--- src/rtl/modsub_pkg.sv ---
// Shared types and constants for the limb-serial modular subtractor.
// Holds the FSM state encoding, default sizes and the secp256k1 prime.
package modsub_pkg;

    localparam int MODSUB_WIDTH  = 256;
    localparam int MODSUB_LIMB_W = 64;

    localparam logic [255:0] SECP256K1_P =
        256'hFFFFFFFF_FFFFFFFF_FFFFFFFF_FFFFFFFF_FFFFFFFF_FFFFFFFF_FFFFFFFE_FFFFFC2F;

    typedef enum logic [1:0] {
        ST_IDLE = 2'd0,
        ST_SUB  = 2'd1,
        ST_ADD  = 2'd2,
        ST_FIN  = 2'd3
    } state_t;

endpackage

--- src/rtl/modsub_limb_alu.sv ---
// Combinational limb adder/subtractor shared by the SUB and ADD phases.
// Ports: sub (1=a-b-cin, 0=a+b+cin), a, b, cin -> y, cout (carry or borrow).
module modsub_limb_alu #(
    parameter int LIMB_W = 64
) (
    input  logic              sub,
    input  logic [LIMB_W-1:0] a,
    input  logic [LIMB_W-1:0] b,
    input  logic              cin,
    output logic [LIMB_W-1:0] y,
    output logic              cout
);

    logic [LIMB_W:0] r;

    always_comb begin
        r = '0;
        unique case (1'b1)
            sub:  r = {1'b0, a} - {1'b0, b} - {{LIMB_W{1'b0}}, cin};
            !sub: r = {1'b0, a} + {1'b0, b} + {{LIMB_W{1'b0}}, cin};
        endcase
    end

    assign y    = r[LIMB_W-1:0];
    assign cout = r[LIMB_W];

endmodule

--- src/rtl/modular_subtractor_256.sv ---
// Limb-serial (A - B) mod p: N borrow-chain cycles, then N conditional-add cycles.
// Ports: i_clk, i_rst (sync, high), i_start, A, B, p -> result, done;
// o_range_err (A>=p or B>=p) exists only when MODSUB_RANGE_CHECK_EN is defined.
module modular_subtractor_256
    import modsub_pkg::*;
#(
    parameter int WIDTH  = MODSUB_WIDTH,
    parameter int LIMB_W = MODSUB_LIMB_W
) (
    input  logic             i_clk,
    input  logic             i_rst,
    input  logic             i_start,
    input  logic [WIDTH-1:0] A,
    input  logic [WIDTH-1:0] B,
    input  logic [WIDTH-1:0] p,
    output logic [WIDTH-1:0] result,
    output logic             done
`ifdef MODSUB_RANGE_CHECK_EN
    ,
    output logic             o_range_err
`endif
);

    localparam int N  = WIDTH / LIMB_W;
    localparam int CW = (N > 1) ? $clog2(N) : 1;
    localparam logic [CW-1:0] LAST = CW'(N - 1);

    state_t           state_q;
    logic [CW-1:0]    idx_q;
    logic [WIDTH-1:0] a_q, b_q, p_q, d_q;
    logic             cy_q, neg_q;

    logic              is_sub;
    logic [LIMB_W-1:0] op_a, op_b, alu_y;
    logic              alu_c;
    logic [WIDTH-1:0]  d_next, p_rot;

    assign is_sub = (state_q == ST_SUB);
    assign op_a   = is_sub ? a_q[LIMB_W-1:0] : d_q[LIMB_W-1:0];
    assign op_b   = is_sub ? b_q[LIMB_W-1:0]
                  : (neg_q ? p_q[LIMB_W-1:0] : '0);

    modsub_limb_alu #(.LIMB_W(LIMB_W)) u_alu (
        .sub  (is_sub),
        .a    (op_a),
        .b    (op_b),
        .cin  (cy_q),
        .y    (alu_y),
        .cout (alu_c)
    );

    // D is a shift register: each new limb enters at the top, so after N
    // cycles limb 0 sits back at the bottom. p rotates to stay aligned.
    assign d_next = (d_q >> LIMB_W) | (WIDTH'(alu_y) << (WIDTH - LIMB_W));
    assign p_rot  = (p_q >> LIMB_W) | (p_q << (WIDTH - LIMB_W));

`ifdef MODSUB_RANGE_CHECK_EN
    logic              ra_q, rb_q, rflag_q;
    logic [LIMB_W-1:0] ra_y, rb_y;
    logic              ra_c, rb_c;

    modsub_limb_alu #(.LIMB_W(LIMB_W)) u_rng_a (
        .sub  (1'b1),
        .a    (a_q[LIMB_W-1:0]),
        .b    (p_q[LIMB_W-1:0]),
        .cin  (ra_q),
        .y    (ra_y),
        .cout (ra_c)
    );

    modsub_limb_alu #(.LIMB_W(LIMB_W)) u_rng_b (
        .sub  (1'b1),
        .a    (b_q[LIMB_W-1:0]),
        .b    (p_q[LIMB_W-1:0]),
        .cin  (rb_q),
        .y    (rb_y),
        .cout (rb_c)
    );

    // No final borrow on X - p means X >= p.
    always_ff @(posedge i_clk) begin
        if (i_rst) begin
            ra_q        <= 1'b0;
            rb_q        <= 1'b0;
            rflag_q     <= 1'b0;
            o_range_err <= 1'b0;
        end else begin
            unique case (state_q)
                ST_IDLE: begin
                    ra_q <= 1'b0;
                    rb_q <= 1'b0;
                end
                ST_SUB: begin
                    ra_q <= ra_c;
                    rb_q <= rb_c;
                    if (idx_q == LAST)
                        rflag_q <= ~ra_c | ~rb_c;
                end
                ST_ADD: begin
                    if (idx_q == LAST)
                        o_range_err <= rflag_q;
                end
                default: ;
            endcase
        end
    end
`endif

    always_ff @(posedge i_clk) begin
        if (i_rst) begin
            state_q <= ST_IDLE;
            idx_q   <= '0;
            a_q     <= '0;
            b_q     <= '0;
            p_q     <= '0;
            d_q     <= '0;
            cy_q    <= 1'b0;
            neg_q   <= 1'b0;
            result  <= '0;
            done    <= 1'b0;
        end else begin
            done <= 1'b0;
            unique case (state_q)
                ST_IDLE: begin
                    if (i_start) begin
                        a_q     <= A;
                        b_q     <= B;
                        p_q     <= p;
                        cy_q    <= 1'b0;
                        idx_q   <= '0;
                        state_q <= ST_SUB;
                    end
                end
                ST_SUB: begin
                    d_q   <= d_next;
                    a_q   <= a_q >> LIMB_W;
                    b_q   <= b_q >> LIMB_W;
                    p_q   <= p_rot;
                    cy_q  <= alu_c;
                    idx_q <= idx_q + 1'b1;
                    if (idx_q == LAST) begin
                        neg_q   <= alu_c;
                        cy_q    <= 1'b0;
                        idx_q   <= '0;
                        state_q <= ST_ADD;
                    end
                end
                ST_ADD: begin
                    d_q   <= d_next;
                    p_q   <= p_rot;
                    cy_q  <= alu_c;
                    idx_q <= idx_q + 1'b1;
                    if (idx_q == LAST) begin
                        result  <= d_next;
                        done    <= 1'b1;
                        cy_q    <= 1'b0;
                        idx_q   <= '0;
                        state_q <= ST_FIN;
                    end
                end
                ST_FIN: state_q <= ST_IDLE;
                default: state_q <= ST_IDLE;
            endcase
        end
    end

endmodule

--- config.mk ---
export PLATFORM = sky130hd
export DESIGN_NAME = modular_subtractor_256
export DESIGN_NICKNAME = d
export VERILOG_FILES = /design/src/rtl/modsub_pkg.sv /design/src/rtl/modsub_limb_alu.sv /design/src/rtl/modular_subtractor_256.sv
export SDC_FILE = /design/constraint.sdc
export NUM_CORES = 2
export LEC_CHECK = 0
export CAP_MARGIN = 20
export CELL_PAD_IN_SITES_DETAIL_PLACEMENT = 0
export CELL_PAD_IN_SITES_GLOBAL_PLACEMENT = 1
export CORE_MARGIN = 3
export CORE_UTILIZATION = 40
export DETAILED_ROUTE_END_ITERATION = 8
export PLACE_DENSITY = 0.91
export SYNTH_ARGS = -nofsm -noshare
export SYNTH_HDL_FRONTEND = slang
export SYNTH_SLANG_ARGS = --single-unit
--- constraint.sdc ---
create_clock -name i_clk -period 5.6 [get_ports i_clk]
set_input_delay 0.84 -clock i_clk [delete_from_list [all_inputs] [get_ports i_clk]]
set_output_delay 0.84 -clock i_clk [all_outputs]
set_load 0.02 [all_outputs]
* After elaboration in Yosys (flattened, before gate mapping)
Cells that the tools add are included.
** Storage, ports and cells
- Flip-flop bits (word level) :: 1287
- Bits of input ports :: 771
- Output and inout bits :: 257
- Logic and storage cells :: 57
** Cells by class
- $add $sub $neg :: 5
- Equal/unequal tests :: 7
- Muxes and demuxes :: 21
- Bitwise gates (word level) :: 3
- Reduce and logical (&&, ||, !) cells :: 11
** Operators with widths (number)
- $pmux W256 S2 :: 3
- $mux W256 :: 3
- $or A192 B256 Y256 :: 2
- $mux W64 :: 3
- $pmux W65 S2 :: 1
- $add A64 B64 Y65 :: 1
- $add A65 B1 Y65 :: 1
- $sub A64 B64 Y65 :: 1
- $sub A65 B1 Y65 :: 1
- $mux W2 :: 5
- $pmux W2 S4 :: 1
- $reduce_and A2 Y1 :: 4
- $eq A2 B2 Y1 const B :: 3
- $ne A2 B2 Y1 const B :: 2
- $pmux W2 S2 :: 1
- $reduce_bool A2 Y1 :: 2
- $reduce_or A2 Y1 :: 2
- $mux W1 :: 3
- $reduce_and A3 Y1 :: 1
- $add A2 B1 Y2 const B :: 1
- $eq A2 B1 Y1 const B :: 1
- $logic_not A2 Y1 :: 1
- $ne A2 B1 Y1 const B :: 1
- $pmux W1 S2 :: 1
- other kinds (2) :: 2

* Depth between registers and ports, before layout
- Depth in word-level cells :: 7
- Depth in mapped cells :: 24
- Mapped depth without buffers :: 21

* Modules after synthesis
A second synthesis with hierarchy kept.
** Second synthesis, totals
- Cells, all modules :: 7042
- Area, all modules :: 63758.6 um2
** Modules (own cells, without submodules)
- modular_subtractor_256 :: instances 1, cells each 5535, area an instance 54021.8 um2, seq. area each 25764.7 um2
- modsub_limb_alu :: instances 1, cells each 1507, area an instance 9736.8 um2, seq. area each 0.0 um2

* Worst setup path before layout
Ideal clock, no wire load.
- Path type :: flip-flop to flip-flop
- From :: reg state_q[1]
- To :: reg d_q[254]
- Setup time :: 0.092 ns
- Data arrival time :: 4.906 ns
- Required time :: 5.508 ns
- Slack :: 0.602 ns
- Cell stages (with the launch flop) :: 23
- Path buffers :: 5
- Clock period less this slack :: 4.998 ns
- Cell sequence :: dfxtp_1 > inv_1 > ha_1 > buf_2 > clkbuf_1 > clkbuf_1 > buf_1 > mux2i_1 > ha_1 > inv_1 > ha_1 > buf_2 > a21oi_1 > o21ai_0 > a2111oi_2 > a31oi_1 > and4b_1 > a41o_2 > a31o_4 > a41oi_2 > xnor2_1 > nor2_1 > o32ai_1
** On the way
- Word-level cells in the longest chain between the ends :: 6
- Elaborated cells between the ends (all ways) :: 12
- Classes of those cells :: 4 x add/sub; 2 x eq/ne; 3 x mux; 1 x bitwise; 2 x reduce/logical
** Ends and longest elaborated chain
- start, declared :: RTL line modular_subtractor_256.sv:28 : state_t state_q;
- start signal, assigned :: RTL line modular_subtractor_256.sv:111 : state_q <= ST_IDLE;
- start signal, assigned :: RTL line modular_subtractor_256.sv:131 : state_q <= ST_SUB;
- start signal, assigned :: RTL line modular_subtractor_256.sv:145 : state_q <= ST_ADD;
- $eq A2 B1 Y1 :: RTL line modular_subtractor_256.sv:38, modular_subtractor_256.sv:123
- $mux W64, on equally long branches :: RTL line modular_subtractor_256.sv:39, modular_subtractor_256.sv:40
- $add A64 B64 Y65 / $sub A64 B64 Y65 (equally long branches) :: RTL line modsub_limb_alu.sv:20, modsub_limb_alu.sv:19
- $add A65 B1 Y65 / $sub A65 B1 Y65 (equally long branches) :: RTL line modsub_limb_alu.sv:20, modsub_limb_alu.sv:19
- $pmux W65 S2 :: RTL line modsub_limb_alu.sv:18 : unique case (1'b1)
- $or A192 B256 Y256 :: RTL line modular_subtractor_256.sv:54 : assign d_next = (d_q >> LIMB_W) | (WIDTH'(alu_y) << (WIDTH - LIMB_W));
- end signal, assigned :: RTL line modular_subtractor_256.sv:135 : d_q <= d_next;
- end signal, assigned :: RTL line modular_subtractor_256.sv:149 : d_q <= d_next;
- end, declared :: RTL line modular_subtractor_256.sv:30 : logic [WIDTH-1:0] a_q, b_q, p_q, d_q;
Parallel ways exist; a longest one is shown, timed or not.
A chain may end at the register's enable or synchronous reset.

* Worst setup path after layout
- From :: reg state_q[1]
- To :: reg d_q[225]
The elaborated chain is that of the path after synthesis.

==> flow_summary.json <==
{
  "yosys_warnings": 0,
  "r2r-start": "state_q[1]$_SDFFE_PP0P_",
  "numPortBuffers": 1027,
  "cts_buffers": 142,
  "place.gp.congestion": 1.019,
  "vias": 54779,
  "power_uw": 45250,
  "grt_use_total": 0.3042,
  "reg2reg_depth": 19,
  "synth-seq-area-share": 0.4224,
  "synth_edf_count": 0,
  "p_sw_frac": 0.4282,
  "drv_slew": 0,
  "nFillCells": 14171,
  "vias_per_cell": 5.489,
  "first_global_vias": 51562,
  "p_sw_uw": 19380,
  "ant_nets": 0,
  "final_nets": 8795,
  "synth.net_count": 7991,
  "synthArstFlopShare": 0,
  "cellPowerDensity_mw_per_mm2": 578.3,
  "leakage_uw": 0.02973,
  "max_freq_mhz": 181.5,
  "pin_count": 1028,
  "maxSlewHeadroom": 0.2450,
  "start_util": 0.4049,
  "cts_buffer_depth": 3,
  "use_met1": 0.4121,
  "crit_start": "state_q[1]$_SDFFE_PP0P_",
  "met2_usage": 0.4706,
  "p_int_uw": 25870,
  "final.setup.tns_ns": 0,
  "synth.distinct_cells": 96,
  "drc": 0,
  "critPathLaunchType": "register",
  "fp.dieH_um": 396.5,
  "dp_hpwl_um": 197200,
  "crit_type": "register to register",
  "gr-total-overflow": 0,
  "status": "finished clean",
  "h-tree-depth": 4,
  "synth_top_area_share": 0.4224,
  "grt_setup_unrepaired": "no",
  "drv_cap": 0,
  "syn_area_mm2": 0.06100,
  "reg2reg_to": "d_q[225]$_SDFFE_PP0N_",
  "synth_commonest_cells": "1287 x dfxtp_1, 1184 x nor2_1, 917 x mux2i_1, 714 x a211oi_1, 682 x nand2_1",
  "finalHoldViolations": 0,
  "clock_latency_ns": 0.77,
  "clockPowerShare": 0.206,
  "reg2reg_slack_ns": 0.09,
  "yosys_register_bits": 1287,
  "critPathCaptureType": "register",
  "top_usage_layer": "met2",
  "seqPwrFrac": 0.312,
  "coreArea_mm2": 0.1507,
  "netlist_instances": 7025,
  "drtPass1Iterations": 7,
  "antenna_found_initial": 53,
  "final_layout_size_suffix_gt1_frac": 0.05814,
  "worst_slew_pin_slew_ns": 1.133,
  "fp.dieW_um": 396.5,
  "wl_per_cell_um": 25.22,
  "drt_iter0_drc": 5042,
  "ir_drop_mv": 0.5236,
  "crit_path_end": "d_q[225]$_SDFFE_PP0N_",
  "path_max_fanout": 41,
  "finalClockSkew_ns": 0.02971,
  "yosysMostFrequentCell": "dfxtp_1",
  "synth-main-ff-cell": "dfxtp_1",
  "path_clk_slew_ns": 0.06,
  "cts_hold_buf": 0,
  "yosysTopAreaCell": "dfxtp_1",
  "syn_avg_cell_area_um2": 8.683,
  "die_area_mm2": 0.1572,
  "cp.required_ns": 6.19,
  "cts.root.buffer_cell": "clkbuf_16",
  "p_comb_frac": 0.482,
  "fp-row-count": 142,
  "period_needed_ns": 5.508,
  "grt_max_degree": 220,
  "cts_tree": "built",
  "synthTopCellsByArea": "dfxtp_1 42%, mux2i_1 15%, a211oi_1 8.8%",
  "period_share": 0.9836,
  "min_path_type": "register to register",
  "wl_um": 251700,
  "worstPathArrival_ns": 6.10,
  "cts.sinks": 1287,
  "area_growth_pct": 28.25,
  "setup_viol": 0,
  "grt_pass1_wl_um": 356800,
  "grt_util_met3": 0.06413
}
## metal layers
metal,up-vias,routed length [um]
li1,26421,-
met1,26038,110700
met2,1928,112500
met3,372,17810
met4,20,10520
met5,-,152
## cell usage in the layout (no fill, tap or decap), types with 17 or more instances in the layout
| cell type | Yosys | routed |
|---|---|---|
| diode_2 | 0 | 34 |
| clkbuf_8 | 0 | 27 |
| clkbuf_16 | 0 | 146 |
| a21oi_1 | 407 | 406 |
| buf_12 | 0 | 31 |
| nand4_1 | 25 | 25 |
| xor2_1 | 32 | 32 |
| xnor2_1 | 82 | 82 |
| a22oi_1 | 129 | 129 |
| and3_1 | 18 | 18 |
| nor2b_1 | 29 | 29 |
| o21a_1 | 19 | 18 |
| clkbuf_1 | 486 | 29 |
| nand2_1 | 682 | 681 |
| nor3_1 | 27 | 27 |
| o21bai_1 | 33 | 33 |
| buf_4 | 0 | 140 |
| dfxtp_1 | 1287 | 1286 |
| clkdlybuf4s50_1 | 0 | 1026 |
| ha_1 | 193 | 191 |
| nor2_1 | 1184 | 1183 |
| mux2i_1 | 917 | 917 |
| o21ai_0 | 172 | 167 |
| a21o_1 | 34 | 34 |
| nand3_1 | 36 | 36 |
| inv_1 | 218 | 218 |
| o211ai_1 | 17 | 17 |
| a211oi_1 | 714 | 714 |
## kinds of logic (layout without fill, tap and decap cells)
| family | Yosys count | after routing | synth area share |
|---|---|---|---|
| AND/OR/NAND/NOR | 2083 | 2083 | 0.1370 |
| AO/OA/AOI/OAI | 1658 | 1658 | 0.1841 |
| flip-flops | 1287 | 1287 | 0.4224 |
| multiplexers | 930 | 930 | 0.1529 |
| buffers and inverters | 758 | 1662 | 0.04701 |
| adder cells (fa/ha/maj) | 195 | 195 | 0.04024 |
| XOR/XNOR | 114 | 114 | 0.01637 |
| other | 0 | 34 | 0 |
## flip-flops by register name (all words and copies together), names as in the netlist
signal / count
a_q: 256
b_q: 256
cy_q: 1
d_q: 256
done: 1
idx_q: 2
neg_q: 1
p_q: 256
result: 256
state_q: 2
## critical path: stages, from the launching register on
cell and delay, ns:
dfxtp_1 0.32, inv_1 0.15, ha_4 0.29, buf_12 0.21, buf_12 0.30, mux2_2 0.41, ha_1 0.31, buf_4 0.15
nor2b_1 0.24, nand4_1 0.34, nor3_1 0.50, o21ai_0 0.29, buf_4 0.23, and3_1 0.20, o21ai_0 0.31, xnor2_1 0.17
nor2_1 0.09, a21oi_1 0.50, buf_4 0.22, a211oi_1 0.06
## power groups by stage
stage                     logic [uW]  clock network (uW)  registers [uW]
after global routing           23700                9810           14300
after floorplan                15500                   0           12800
after CTS                      21600                9460           14100
after global placement         21400                   0           14200
after detailed placement       21500                   0           14300
final                          21800                9320           14100
## per-stage QoR
stage	instance area, um2	utilization	worst slack [ns]	hold WS (ns)	cells
floorplan	61000	-	0.6022	0.4397	7025
global placement	73510	0.4879	0.2313	0.4423	9701
detailed placement	73510	0.4879	0.1519	0.4455	9701
CTS	78140	0.5186	0.1265	0.4537	9945
global route	78220	0.5191	0.02841	0.4682	9971
finish	78240	0.5193	0.09162	0.4519	9979
## repair_timing
action / 4_1_cts / 5_1_grt
gates resized for setup: 0 / 4
hold endpoints to repair: 0 / 0
setup endpoints to repair: 0 / 16
setup buffers: 0 / 0
## cell type report
class | count | area, um2 | area share
clock buffers | 202 | 4134 | 0.05284
repair buffers | 1199 | 11970 | 0.1530
well taps | 2016 | 2522 | 0.03224
flip-flops and latches | 1287 | 25770 | 0.3293
inverters | 219 | 822.0 | 0.01051
diodes | 34 | 85.08 | 0.001088
multi-input cells | 4980 | 32450 | 0.4148
clock inverters | 42 | 488.0 | 0.006237
## worst min path at each step
stage                     slack (ns)                      from  cells past startpoint                  endpoint
after floorplan                 0.44     d_q[230]$_SDFFE_PP0N_                      2  result[166]$_SDFFE_PP0P_
after global placement          0.44   result[83]$_SDFFE_PP0P_                      2   result[83]$_SDFFE_PP0P_
after detailed placement        0.45  result[181]$_SDFFE_PP0P_                      2  result[181]$_SDFFE_PP0P_
after CTS                       0.45  result[181]$_SDFFE_PP0P_                      2  result[181]$_SDFFE_PP0P_
after global routing            0.47  result[148]$_SDFFE_PP0P_                      2  result[148]$_SDFFE_PP0P_
final                           0.45  result[120]$_SDFFE_PP0P_                      2  result[120]$_SDFFE_PP0P_
No activity file was read; power rests on OpenSTA's default activity.
